$ cat src/rtl/control_unit.sv
// ============================================================================
// Module   : control_unit
// Purpose  : Moore FSM sequencing fetch/decode/execute for a 16-bit datapath.
// Revision : 1.0 - initial release
// ============================================================================
`default_nettype none

module control_unit (
    input  logic        Clk,
    input  logic        Reset,
    input  logic [15:0] IR,
    output logic        PC_clr,
    output logic        PC_up,
    output logic        IR_ld,
    output logic [7:0]  D_addr,
    output logic        D_wr,
    output logic        RF_s,
    output logic [3:0]  RF_W_addr,
    output logic        RF_W_en,
    output logic [3:0]  RF_Ra_addr,
    output logic [3:0]  RF_Rb_addr,
    output logic [2:0]  ALU_s0,
    output logic [3:0]  OutState
);

    typedef enum logic [3:0] {
        S_INIT   = 4'd0,
        S_FETCH  = 4'd1,
        S_DECODE = 4'd2,
        S_NOOP   = 4'd3,
        S_LOAD_A = 4'd4,
        S_LOAD_B = 4'd5,
        S_STORE  = 4'd6,
        S_ADD    = 4'd7,
        S_SUB    = 4'd8,
        S_HALT   = 4'd9
    } state_t;

    localparam logic [2:0] C_ALU_ZERO = 3'b000;
    localparam logic [2:0] C_ALU_ADD  = 3'b001;
    localparam logic [2:0] C_ALU_SUB  = 3'b010;

    state_t      state_q, state_d;
    logic [11:0] operand_q;
    logic [11:0] operand_d;

    logic       pc_clr_q, pc_up_q, ir_ld_q, d_wr_q, rf_s_q, rf_w_en_q;
    logic [7:0] d_addr_q;
    logic [3:0] rf_w_addr_q, rf_ra_addr_q, rf_rb_addr_q, out_state_q;
    logic [2:0] alu_s0_q;

    always_comb begin
        state_d = state_q;
        case (state_q)
            S_INIT:   state_d = S_FETCH;
            S_FETCH:  state_d = S_DECODE;
            S_DECODE: begin
                case (IR[15:12])
                    4'b0001: state_d = S_STORE;
                    4'b0010: state_d = S_LOAD_A;
                    4'b0011: state_d = S_ADD;
                    4'b0100: state_d = S_SUB;
                    4'b0101: state_d = S_HALT;
                    default: state_d = S_NOOP;
                endcase
            end
            S_LOAD_A: state_d = S_LOAD_B;
            S_HALT:   state_d = S_HALT;
            default:  state_d = S_FETCH;
        endcase
    end

    // Operand fields are captured as the instruction leaves DECODE; the
    // same-edge value is used so execute-state outputs are valid on entry.
    assign operand_d = (state_q == S_DECODE) ? IR[11:0] : operand_q;

    // Outputs are registered from the next state, so each one lines up
    // exactly with the state it belongs to and Reset never reaches them
    // combinationally.
    always_ff @(posedge Clk) begin
        if (Reset) begin
            state_q      <= S_INIT;
            operand_q    <= 12'd0;
            pc_clr_q     <= 1'b1;
            pc_up_q      <= 1'b0;
            ir_ld_q      <= 1'b0;
            d_addr_q     <= 8'd0;
            d_wr_q       <= 1'b0;
            rf_s_q       <= 1'b0;
            rf_w_addr_q  <= 4'd0;
            rf_w_en_q    <= 1'b0;
            rf_ra_addr_q <= 4'd0;
            rf_rb_addr_q <= 4'd0;
            alu_s0_q     <= C_ALU_ZERO;
            out_state_q  <= S_INIT;
        end else begin
            state_q      <= state_d;
            operand_q    <= operand_d;
            out_state_q  <= state_d;
            pc_clr_q     <= 1'b0;
            pc_up_q      <= 1'b0;
            ir_ld_q      <= 1'b0;
            d_addr_q     <= 8'd0;
            d_wr_q       <= 1'b0;
            rf_s_q       <= 1'b0;
            rf_w_addr_q  <= 4'd0;
            rf_w_en_q    <= 1'b0;
            rf_ra_addr_q <= 4'd0;
            rf_rb_addr_q <= 4'd0;
            alu_s0_q     <= C_ALU_ZERO;
            case (state_d)
                S_INIT: pc_clr_q <= 1'b1;
                S_FETCH: begin
                    pc_up_q <= 1'b1;
                    ir_ld_q <= 1'b1;
                end
                S_LOAD_A, S_LOAD_B: begin
                    d_addr_q    <= operand_d[11:4];
                    rf_w_addr_q <= operand_d[3:0];
                    rf_s_q      <= 1'b1;
                    rf_w_en_q   <= (state_d == S_LOAD_B);
                end
                S_STORE: begin
                    rf_ra_addr_q <= operand_d[11:8];
                    d_addr_q     <= operand_d[7:0];
                    d_wr_q       <= 1'b1;
                end
                S_ADD, S_SUB: begin
                    rf_ra_addr_q <= operand_d[11:8];
                    rf_rb_addr_q <= operand_d[7:4];
                    rf_w_addr_q  <= operand_d[3:0];
                    rf_w_en_q    <= 1'b1;
                    alu_s0_q     <= (state_d == S_ADD) ? C_ALU_ADD : C_ALU_SUB;
                end
                default: ;
            endcase
        end
    end

    assign PC_clr     = pc_clr_q;
    assign PC_up      = pc_up_q;
    assign IR_ld      = ir_ld_q;
    assign D_addr     = d_addr_q;
    assign D_wr       = d_wr_q;
    assign RF_s       = rf_s_q;
    assign RF_W_addr  = rf_w_addr_q;
    assign RF_W_en    = rf_w_en_q;
    assign RF_Ra_addr = rf_ra_addr_q;
    assign RF_Rb_addr = rf_rb_addr_q;
    assign ALU_s0     = alu_s0_q;
    assign OutState   = out_state_q;

endmodule

`default_nettype wire

$ cat config.mk
export PLATFORM = sky130hd
export DESIGN_NAME = control_unit
export DESIGN_NICKNAME = d
export VERILOG_FILES = /design/src/rtl/control_unit.sv
export SDC_FILE = /design/constraint.sdc
export NUM_CORES = 1
export LEC_CHECK = 0
export ABC_AREA = 1
export BUFFER_PORTS_ARGS = -buffer_cell sky130_fd_sc_hd__buf_2
export CORE_ASPECT_RATIO = 1.4
export CORE_UTILIZATION = 31
export DETAILED_ROUTE_END_ITERATION = 8
export GPL_ROUTABILITY_DRIVEN = 0
export GPL_TIMING_DRIVEN = 1
export PLACE_DENSITY = 0.6
export SYNTH_ARGS = -nofsm -noshare
export SYNTH_HDL_FRONTEND = slang
export SYNTH_SLANG_ARGS = --single-unit
$ cat constraint.sdc
create_clock -name Clk -period 1.7 [get_ports Clk]
set_input_delay 0.34 -clock Clk [delete_from_list [all_inputs] [get_ports Clk]]
set_output_delay 0.34 -clock Clk [all_outputs]
set_load 0.005 [all_outputs]
==> results.md, run 1 <==
- The leakage power figure is about 1 nW.
- The number of setup buffers added after CTS is 0.
- For this run, the number of Yosys warnings is 0.
- The count of nets left with antenna violations once routing finished came out at 0.
- The final number of max-transition violations was 0.
- The total power is roughly 2.1 mW.
- The clock passes through at most 2 buffers.
- The total CTS buffers is 5.
- The post-DP HPWL is approximately 2.6 mm.
- The via count of the first global-routing pass is between 1000 and 1500.
- The data arrival at the endpoint of the critical path is 1.70 ns.
- For this block, the via count after detailed routing is about 1400.
- The routed length per instance is roughly 11 um.
- The hold-critical path depth is 3.
- The count of final hold-check violations is 0.
- The buffer cell driving the clock tree root is clkbuf_8.
- Across the VDD grid, the largest voltage drop is 548 uV.
- In the final timing run, aggregate negative setup slack is 0 ns.
- In this run the power density over the cells is ~1100 mW/mm2.
- The floorplan step defined a die boundary enclosing 0.00544 mm2.
- The setup slack on the worst flop-to-flop path is about 0.22 ns.
- The number of sinks driven by the clock tree is 43.
- The first global-routing pass estimated roughly 5.8 mm of wire.
- The net count after synthesis is roughly 220.
- The average cell area after synthesis is 7.94 um2.
- The number of setup violations in the final report is 0.
- The maximum number of pins on one net before global-route repair is 23.
- Setup repair after global routing left no endpoint under its margin.
- The count of fill cells added during filler insertion is 528.
- The number of placed instances, taps included is 309.
- The worst min-delay path endpoint is RF_W_addr[2].
- The run finished with clean final reports.
- Based on the critical path, the design can be clocked at up to roughly 680 MHz.
- The antenna diode count is 0.
- Across all hold checks on the routed design, the worst slack comes to 0.362 ns.
- The class of the tightest hold or removal check is in2reg.
- The worst register-to-register path ends at RF_W_addr[3].
- The clock network latency to the later pin of the worst-skew pair is 0.29 ns.
- The core area is between 0.004 and 0.005 mm2.
- The number of max-cap violations is 0.
- The die height is just under 90 um.
- Data on the critical path is required at its endpoint by ~1.9 ns.
- Synthesis inferred 43 register bits.
- The total overflow left after global routing is 0.
- The source of the worst register-to-register timing path is OutState[1].
- The initial core utilization is 32.7%.
- In this run the horizontal extent of the chip is around 63 um.
- The quantity of I/O buffers inserted on ports is 49.
- The post-route cell area is about 0.002 mm2.
- The cell area that synthesis handed to floorplanning was 0.00160 mm2.
- The number of standard cells in the final layout excluding fillers is between 300 and 400.
- From synthesis to final layout, the design area changed by 24.9%.
- For this block, the initial DRC count from the detailed router was 56.
- STA classifies the critical path endpoint as a register.
- The instance count of the mapped netlist is approximately 200.
- In this run, post-CTS hold repair placed 0 buffers.
- The type of the worst setup path is reg2reg.
- TritonCTS built the clock tree.
- The netlist uses 24 different library cells.
- The minimum clock period is between 1 and 1.5 ns.
- The total length of routed wires is about 3.4 mm.
- On the final layout, the worst clock skew is ~0.005 ns.
- The worst hold path begins at IR[2].
- STA classifies the critical path startpoint as a register.
- The area after detailed placement is 0.00191 mm2.
- The number of top-level design ports is slightly above 50.
- The number of cell instances on the worst register-to-register path is 10.
- The ratio of final minimum period to clock period is between 80% and 90%.
- Leaving out fill and tap cells, the most frequent cell in the layout is buf_2.
- The number of antenna violations at the first check in global routing is 0.
- The clock tree synthesis step divided the H-tree into 2 levels.
- The fraction of layout cells with a size suffix above 1 is 29.4%.
- Clock-pin slew was measured on the worst setup and hold paths at 0.07 ns.
- The first-pass detailed-route iteration total is 4.
- The post-detailed-route via-to-cell ratio is 4.28.
- The share of synthesized area occupied by flip-flops and latches is between 50% and 60%.
- In the layout the commonest cells are buf_2 (49), dfxtp_1 (43), nor2_1 (34), nand2_1 (34), inv_1 (22).
- The final-stage net count is 270.
- Of all nets on the critical path, the largest fanout is 5.
- The overall fraction of global-route tracks in use is approximately 14%.
- The number of rows created at floorplan is 30.
- Gates resized during post-CTS repair numbered 0.
- The post-detailed-route DRC marker count is 0.
[flip-flops by register name, summed over array words and instances, names as in the netlist, 2 cells and up]
signal,flops
ALU_s0,2
D_addr,8
OutState,4
RF_Ra_addr,4
RF_Rb_addr,4
RF_W_addr,4
operand_q,12
[how the worst max path moves through the flow]
stage | slack [ns] | startpoint | cells past startpoint | end
after floorplan | 0.40 | OutState[1] | 9 | D_addr[6]
after global placement | 0.20 | IR[13] | 11 | RF_W_addr[1]
after detailed placement | 0.16 | IR[14] | 11 | RF_W_addr[2]
after CTS | 0.21 | OutState[1] | 9 | D_addr[5]
after global routing | 0.07 | OutState[0] | 8 | D_addr[2]
final | 0.22 | OutState[1] | 10 | RF_W_addr[3]
[cell families (layout without fill, tap and decap cells)]
group           count (synthesis)  in the layout  synth area share (%)
simple gates                  101            101                  28.8
other cells                     1              1                 0.235
compound gates                 24             24                  8.47
buf+inv                        32             83                  8.55
flops                          43             43                  54.0
[critical path, stage by stage, from the launching register on]
cell	delay, ns
dfxtp_1	0.38
inv_1	0.08
nor2_2	0.09
nand2_2	0.11
nor2_1	0.12
nand2_1	0.11
nand2_2	0.13
nand2_1	0.08
nand2_1	0.07
nand2_1	0.13
nor2_1	0.12
[through the flow]
stage / setup WS, ns / util (%)
after floorplan: 0.401 / -
final: 0.219 / 40.8
after global routing: 0.0702 / 40.8
after CTS: 0.215 / 40.8
after global placement: 0.199 / 39.1
after detailed placement: 0.165 / 39.1
[final cells by class]
cell class              count  area (um2)  area share (%)
clock buffers               6        82.6            4.14
clock inverters             1        5.00           0.251
inverters                  25        93.8            4.71
multi-input cells         126         598            30.0
flip-flops and latches     43         861            43.2
well taps                  64        80.1            4.02
repair buffers             51         273            13.7
[cell usage after synthesis]
cell type / n / share of area (%)
buf_2: 1 / 0.31
nand3_2: 1 / 0.63
clkbuf_1: 3 / 0.71
buf_4: 2 / 0.94
o21ai_0: 4 / 1.3
dfxtp_1: 43 / 54
inv_1: 22 / 5.2
or2_0: 3 / 1.2
o21ai_2: 1 / 0.55
o21ai_1: 12 / 3.8
a21oi_1: 6 / 1.9
o21ai_4: 1 / 1.0
nor2_2: 1 / 0.39
nand2_2: 6 / 2.4
nor3_1: 1 / 0.31
or2_1: 1 / 0.39
inv_2: 3 / 0.71
nand3_1: 16 / 5.0
nor2_1: 34 / 8.0
nand2_1: 34 / 8.0
nor2_4: 3 / 2.1
buf_6: 1 / 0.71
nor4_1: 1 / 0.39
conb_1: 1 / 0.24
[where the power goes]
group | leakage (nW) | internal, mW | switching [mW] | total (mW)
Combinational | 0.592 | 0.128 | 0.248 | 0.376
Clock | 0.0470 | 0.319 | 0.324 | 0.643
Sequential | 0.349 | 1.06 | 0.0216 | 1.09
[metal layers]
| metal | up-vias | wire (um) | global-route usage [%] |
|---|---|---|---|
| met2 | 33 | 1760 | 24.6 |
| li1 | 717 | - | - |
| met1 | 598 | 1440 | 15.3 |
| met3 | 6 | 162 | 3.66 |
| met4 | 0 | 72 | 6.98 |
| met5 | - | 0 | 0 |
No activity file was read; power rests on OpenSTA's default activity.
==> run 2: changes to the inputs <==
- CORE_MARGIN: not set -> 2
- PLACE_DENSITY: 0.6 -> 0.62
- clock period: 1.7 -> 1.2 ns (I/O delays scaled with it)
==> run 2 against run 1 <==
Effect of this change:
- the run now ends with setup timing left
- global-route usage down 0.40 points
- cell area grew 17%
- die area increased by 5.6%
- clock-buffer cell count down 1
- sequential cell count stayed put
- worst setup slack worse by 0.42 ns
- sequential share of layout area shrank 5.9 points
==> results.md, run 2 (synthesized netlist as in run 1, its figures left out) <==
- The flow ran to the end, but the final reports show violations.
- The checks that failed: setup timing.
- Of the total power, the share spent switching nets is between 20% and 30%.
- The worst hold path begins at IR[2].
- Setup slack on the worst reg-to-reg path comes out at -0.20 ns.
- The share of power burned in the clock network is about 33%.
- The die is around 65 um wide.
- The number of setup violations in the final report is 32.
- The ratio of final minimum period to clock period is 117%.
- In the final layout, the share of cells above drive strength 1 is between 40% and 50%.
- The floorplan die area is about 0.0057 mm2.
- Dividing total power by cell area gives a power density of ~1500 mW/mm2.
- The number of antenna diodes in the final layout is 0.
- The flip-flop count of the largest register after layout is 12.
- The clock tree from TritonCTS is yes.
- The post-route cell area is 0.00233 mm2.
- Once detail routing completed, the nets flagged for antenna violations numbered 0.
- At the worst endpoint, the required time is between 1 and 1.5 ns.
- The number of rows created at floorplan is 30.
- The count of final hold-check violations is 0.
- The clock tree skew after final layout is ~0.0066 ns.
- The quantity of I/O buffers inserted on ports is just under 50.
- The total via count after detailed routing is ~1500.
- The maximum number of pins on one net before global-route repair is 20.
- The final-stage net count is 293.
- In the layout the commonest cells are buf_2 (49), dfxtp_1 (39), nor2_1 (25), nand2_1 (25), buf_4 (24).
- By startpoint and endpoint, the worst setup path is classified as reg2reg.
- The kind of launch point of the worst setup path is a register.
- Data arrives at the worst endpoint at between 1.5 and 2 ns.
- The total power is roughly 3.5 mW.
- The biggest fanout along the worst timing path is 10.
- The final number of max-transition violations is 0.
- In the final routed layout, each cell accounts on average for 11.2 um.
- The floorplan step defined a core boundary enclosing between 0.004 and 0.005 mm2.
- The fmax is ~710 MHz.
- The number of antenna violations at the first check in global routing is 0.
- Setup repair after global routing could not meet its margin everywhere.
- The capturing element type of the critical path is a register.
- The post-DP HPWL is 2.77 mm.
- The startpoint identified for the worst register-to-register timing path is OutState[3].
- The total global routing overflow is 0.
- Clock tree synthesis selected as its root buffer the cell clkbuf_8.
- The biggest cell delay along the critical path is 0.34 ns.
- The start point of the critical path is OutState[3].
- The cell occurring most often along the worst timing path is o21ai_1.
- The total CTS buffers is 5.
- The synthesis-to-layout area growth is 46.0%.
- The tree built by TritonCTS fans out to 43 sinks.
- OpenSTA, run right after detailed placement, puts the worst setup slack at -0.192 ns.
- The tightest min-delay check is of the in2reg type.
- The H-tree depth reported by CTS is 2.
- The first global-routing pass estimated about 5.8 mm of wire.
- Counting flops per register, the top entry is operand_q.
- After clock tree synthesis, the clock-pin slew on the worst setup and hold paths is around 0.09 ns.
- The worst supply voltage drop on vdd is around 760 uV.
- The endpoint identified for the worst register-to-register timing path is D_addr[3].
- The analysis attributes to cell leakage a power of 1.14 nW.
- After detailed routing, the number of remaining DRC violations is 0.
- The first-pass detailed-route iteration total is 4.
- The later pin in the worst-skew pair is clocked with a latency of about 0.3 ns.
- The hold-critical path depth is 3.
- The die height is about 89 um.
- Global routing used 13.5% of the available tracks across all layers.
- For this design the total switching power over the nets is slightly above 1 mW.
- Max-cap violations in this run came to 0.
- The number of buffers on the longest clock path is 2.
- The power share of the sequential group is between 40 and 50%.
- The minimum clock period is approximately 1.4 ns.
- Across all setup checks in the final design, the least slack found is -0.202 ns.
- The post-detailed-route via-to-cell ratio is approximately 4.4.
- The worst min-delay path endpoint is operand_q[2].
- Once the floorplan was initialized, standard cells occupied around a third of the core.
- The number of cell instances on the worst register-to-register path is 8.
- The total length of routed wires is between 3 and 4 mm.
- The area after detailed placement is between 0.002 and 0.0025 mm2.
- During I/O placement, the number of pins put on the boundary was between 50 and 60.
- Leaving out fill and tap cells, the most frequent cell in the layout is buf_2.
- The via count of the first global-routing pass is approximately 1400.
- The portion of total power attributed to combinational logic is between 20% and 30%.
- In this run, the number of DRC markers left after iteration 0 of detailed routing was 60.
- The internal power component is about 2.5 mW.
- The critical path goes through nor2_4 > nand2_4 > buf_4 > nand2_1 > o21ai_1 > nor2_1 > nand3_1 > o21ai_1.
- The largest individual stage delay along the critical path comes from the cell dfxtp_2.
-- run 2: worst max-delay path: cells and delay by family, from the launching register on --
kind                   cells  cell delay (ns)
buffers and inverters      1             0.20
AO/OA/AOI/OAI              2             0.18
AND/OR/NAND/NOR            5             0.60
flip-flops                 1             0.34
-- run 2: layer usage --
metal	track usage [%]	vias up	wire (um)
met3	3.31	11	165
met2	24.2	36	1940
met4	8.70	0	145
met1	14.1	669	1570
li1	-	772	-
met5	0	-	0
-- run 2: stage by stage --
| stage | util, % | cells | TNS, ns | hold slack (ns) |
|---|---|---|---|---|
| after floorplan | - | 201 | -0.184 | 0.330 |
| after global placement | 42.0 | 326 | -3.31 | 0.509 |
| after detailed placement | 42.0 | 326 | -3.58 | 0.503 |
| after CTS | 46.0 | 338 | -3.58 | 0.246 |
| after global routing | 47.4 | 340 | -6.60 | 0.279 |
| final | 47.4 | 340 | -3.61 | 0.241 |
-- run 2: area by class of cell --
| type | instances | area (um2) |
|---|---|---|
| fillers | 488 | 2590 |
| clock buffers | 5 | 68.8 |
| repair buffers | 74 | 445 |
| clock inverters | 3 | 43.8 |
| multi-input cells | 126 | 728 |
| flip-flops and latches | 43 | 868 |
| well taps | 64 | 80.1 |
| inverters | 25 | 93.8 |
-- run 2: timing repair --
action,CTS,global route
pin swaps,9,12
endpoints found under the setup margin,31,39
gates resized for setup,15,17
buffers inserted,4,2
hold buffers,0,0
-- run 2: how the worst max path moves through the flow --
stage                           end  depth (start not counted)
after floorplan           D_addr[6]                          9
after global placement    D_addr[3]                          8
after detailed placement  D_addr[3]                          8
after CTS                 D_addr[7]                          8
after global routing      D_addr[3]                          9
final                     D_addr[3]                          8
-- run 2: power groups by stage --
| stage | Combinational (mW) | Sequential [mW] | Clock [mW] |
|---|---|---|---|
| 6_report | 0.791 | 1.55 | 1.14 |
| 5_1_grt | 0.869 | 1.55 | 1.21 |
| 4_1_cts | 0.738 | 1.55 | 1.16 |
| 3_5_place_dp | 0.657 | 1.58 | 0 |
| 3_3_place_gp | 0.654 | 1.57 | 0 |
| 2_1_floorplan | 0.404 | 1.58 | 0 |
==> run 3: changes to the inputs <==
- PLACE_DENSITY: 0.62 -> 0.6
- clock period: 1.2 -> 1.7 ns (I/O delays scaled with it)
==> run 3 against run 2 <==
Effect of this change:
- the flow now finishes without violations
- via count shrank 10%
- critical path depth rose by 1
- register-to-register slack improved by 0.40 ns
- global-route usage fell by 0.61 points
- clock-buffer cell count is the same
- worst setup slack improved by 0.40 ns
- sequential share of layout area grew 6.2 points
- worst hold slack improved by 0.11 ns
- critical path type unchanged
- critical endpoint is now RF_W_addr[3]
==> results.md, run 3 (synthesized netlist as in run 1, its figures left out) <==
- The critical path goes through nor2_4 > nand2_4 > nor2_1 > nand2_1 > nand2_2 > nand2_1 > nand2_1 > nand2_1 > nor2_1.
- The maximum number of pins on one net before global-route repair is 23.
- The clock network latency to the later pin of the worst-skew pair is roughly 0.3 ns.
- The most flop-heavy register is operand_q.
- Subtracting the final worst setup slack from the clock period gives about 1.5 ns.
- The worst-case IR drop observed on VDD is just under 600 uV.
- The wire-length estimate of the detail-placed layout is between 2 and 3 mm.
- The total negative slack for setup checks is 0 ns.
- The post-route cell area is ~0.002 mm2.
- The antenna diode count is 0.
- The via count of the first global-routing pass is between 1000 and 1500.
- The clock tree skew after final layout is 0.00753 ns.
- The ratio of final minimum period to clock period is about nine tenths.
- The total via count after detailed routing is 1338.
- Setup violations remaining at the end of the flow were counted as 0.
- TritonCTS built the clock tree.
- Across every metal layer, demand over resource in global routing totals about an eighth.
- The floorplan has 30 rows.
- The kind of launch point of the worst setup path is a register.
- The largest individual stage delay along the critical path comes from the cell dfxtp_1.
- The die covers 0.00574 mm2.
- The final number of max-transition violations was 0.
- Setup repair after global routing left no endpoint under its margin.
- The first-pass detailed-route iteration total is 4.
- The path class of the tightest hold or removal check is in2reg.
- For this block, the routed nets add up to 3.48 mm of wire.
- The initial core utilization is 32.4%.
- The cell occurring most often along the worst timing path is nand2_1.
- The number of antenna violations at the first check in global routing is 0.
- The quantity of I/O buffers inserted on ports is 49.
- The leakage power figure is between 0.9 and 1 nW.
- The fraction of layout cells with a size suffix above 1 is between 20% and 30%.
- In the layout the commonest cells are buf_2 (49), dfxtp_1 (42), nor2_1 (34), nand2_1 (34), inv_1 (22).
- The clock-pin slew on the worst setup and hold paths is 0.09 ns.
- Measured along the y axis, the die boundary spans between 80 and 90 um.
- Final hold analysis gives a worst-case slack of 0.348 ns.
- No sink is reached through more buffers than the 2 on the longest clock path.
- The setup path with the least slack is of type reg2reg.
- The count of final hold-check violations is 0.
- Leaving out fill and tap cells, the most frequent cell in the layout is buf_2.
- The synthesis-to-layout area growth is 24.4%.
- After clock tree synthesis, the setup repair step added 0 buffers.
- Clock tree synthesis inserted a total of 5 buffers.
- The wire length of the first global-routing pass is roughly 5.7 mm.
- The tool flagged a number of max-cap violations equal to 0.
- Summed over all layers, the global routing overflow is 0.
- The cell sitting at the root of the clock tree is a clkbuf_8.
- In this run the worst path has a maximum fanout of 14.
- The detail route stage leaves a number of antenna-violating nets equal to 0.
- During I/O placement, the number of pins put on the boundary was between 50 and 60.
- For this run, the top clock speed supported by timing is between 600 and 700 MHz.
- The flip-flop count of the largest register after layout is 12.
- For this run, the slowest stage of the critical path takes around 0.36 ns.
- The hold-fix buffer count after cts is 0.
- The die is approximately 65 um wide.
- In this run the cell area measured after placement is between 0.0015 and 0.002 mm2.
- The flow ran to the end, and the final reports show no timing, DRC or antenna violations.
- The region available for standard cell placement spans 0.00492 mm2.
- Measured on the finished design, the core utilization comes to 40.4%.
- Total power for the finished layout comes to ~2.1 mW.
- At the end of the flow, the number of nets in the layout was 269.
- At the worst endpoint, the required time is 1.94 ns.
- The routed length per instance is between 10 and 15 um.
- Data arrives at the worst endpoint at approximately 1.7 ns.
- The first routing iteration left 67 violations.
- For this design the ratio of total power to cell area is roughly 1100 mW/mm2.
- The capturing element type of the critical path is a register.
- After detailed routing, the number of remaining DRC violations is 0.
- The number of sinks driven by the clock tree is 43.
- The post-detailed-route via-to-cell ratio is ~4.2.
- The H-tree depth reported by CTS is 2.
run 3: changes by cell type in the layout (fill, tap and decap cells not counted), sizes merged:
cell,previous run,this run
clkinvlp,0,2
clkinv,2,0
buf,74,50
bufinv,1,0
inv,25,26
run 3: final timing paths:
path | startpoint | to | slack (ns) | cells past startpoint
hold / removal | IR[0] | RF_W_addr[0] | 0.35 | 3
hold reg to reg | operand_q[10] | RF_Ra_addr[2] | 0.52 | 2
setup reg to reg | OutState[2] | RF_W_addr[3] | 0.19 | 9
setup / recovery | OutState[2] | RF_W_addr[3] | 0.19 | 9
run 3: worst max-delay path: cells and delay by family, from the launching register on:
kind	cells	cell delay, ns
DFF	1	0.36
and+or+nand+nor	9	1.07
run 3: layout make-up:
cell class,count,area [um2]
Multi-Input combinational cell,126,603
Inverter,25,93.8
Clock buffer,5,68.8
Sequential cell,43,862
Fill cell,515,2930
Tap cell,64,80.1
Timing Repair Buffer,50,253
Clock inverter,3,23.8
run 3: report_power, final:
group | total (mW) | internal, mW | switching, mW
clock | 0.657 | 0.293 | 0.364
sequential | 1.08 | 1.06 | 0.0202
combinational | 0.364 | 0.115 | 0.249
run 3: repair_timing:
action	4_1_cts	5_1_grt
endpoints found under the hold margin	0	0
gates resized for setup	0	2
endpoints found under the setup margin	0	20
run 3: stage by stage:
step | setup WS [ns] | std cells
global route | 0.0242 | 316
global placement | 0.102 | 308
CTS | 0.0434 | 316
finish | 0.194 | 316
detailed placement | 0.0645 | 308
floorplan | 0.401 | 201
run 3: metal layers:
layer / GRT usage, % / routed length [um] / vias up
met5: 0 / 0 / -
met4: 5.22 / 53 / 0
met3: 3.44 / 180 / 5
met2: 23.4 / 1780 / 40
met1: 14.3 / 1470 / 573
li1: - / - / 720
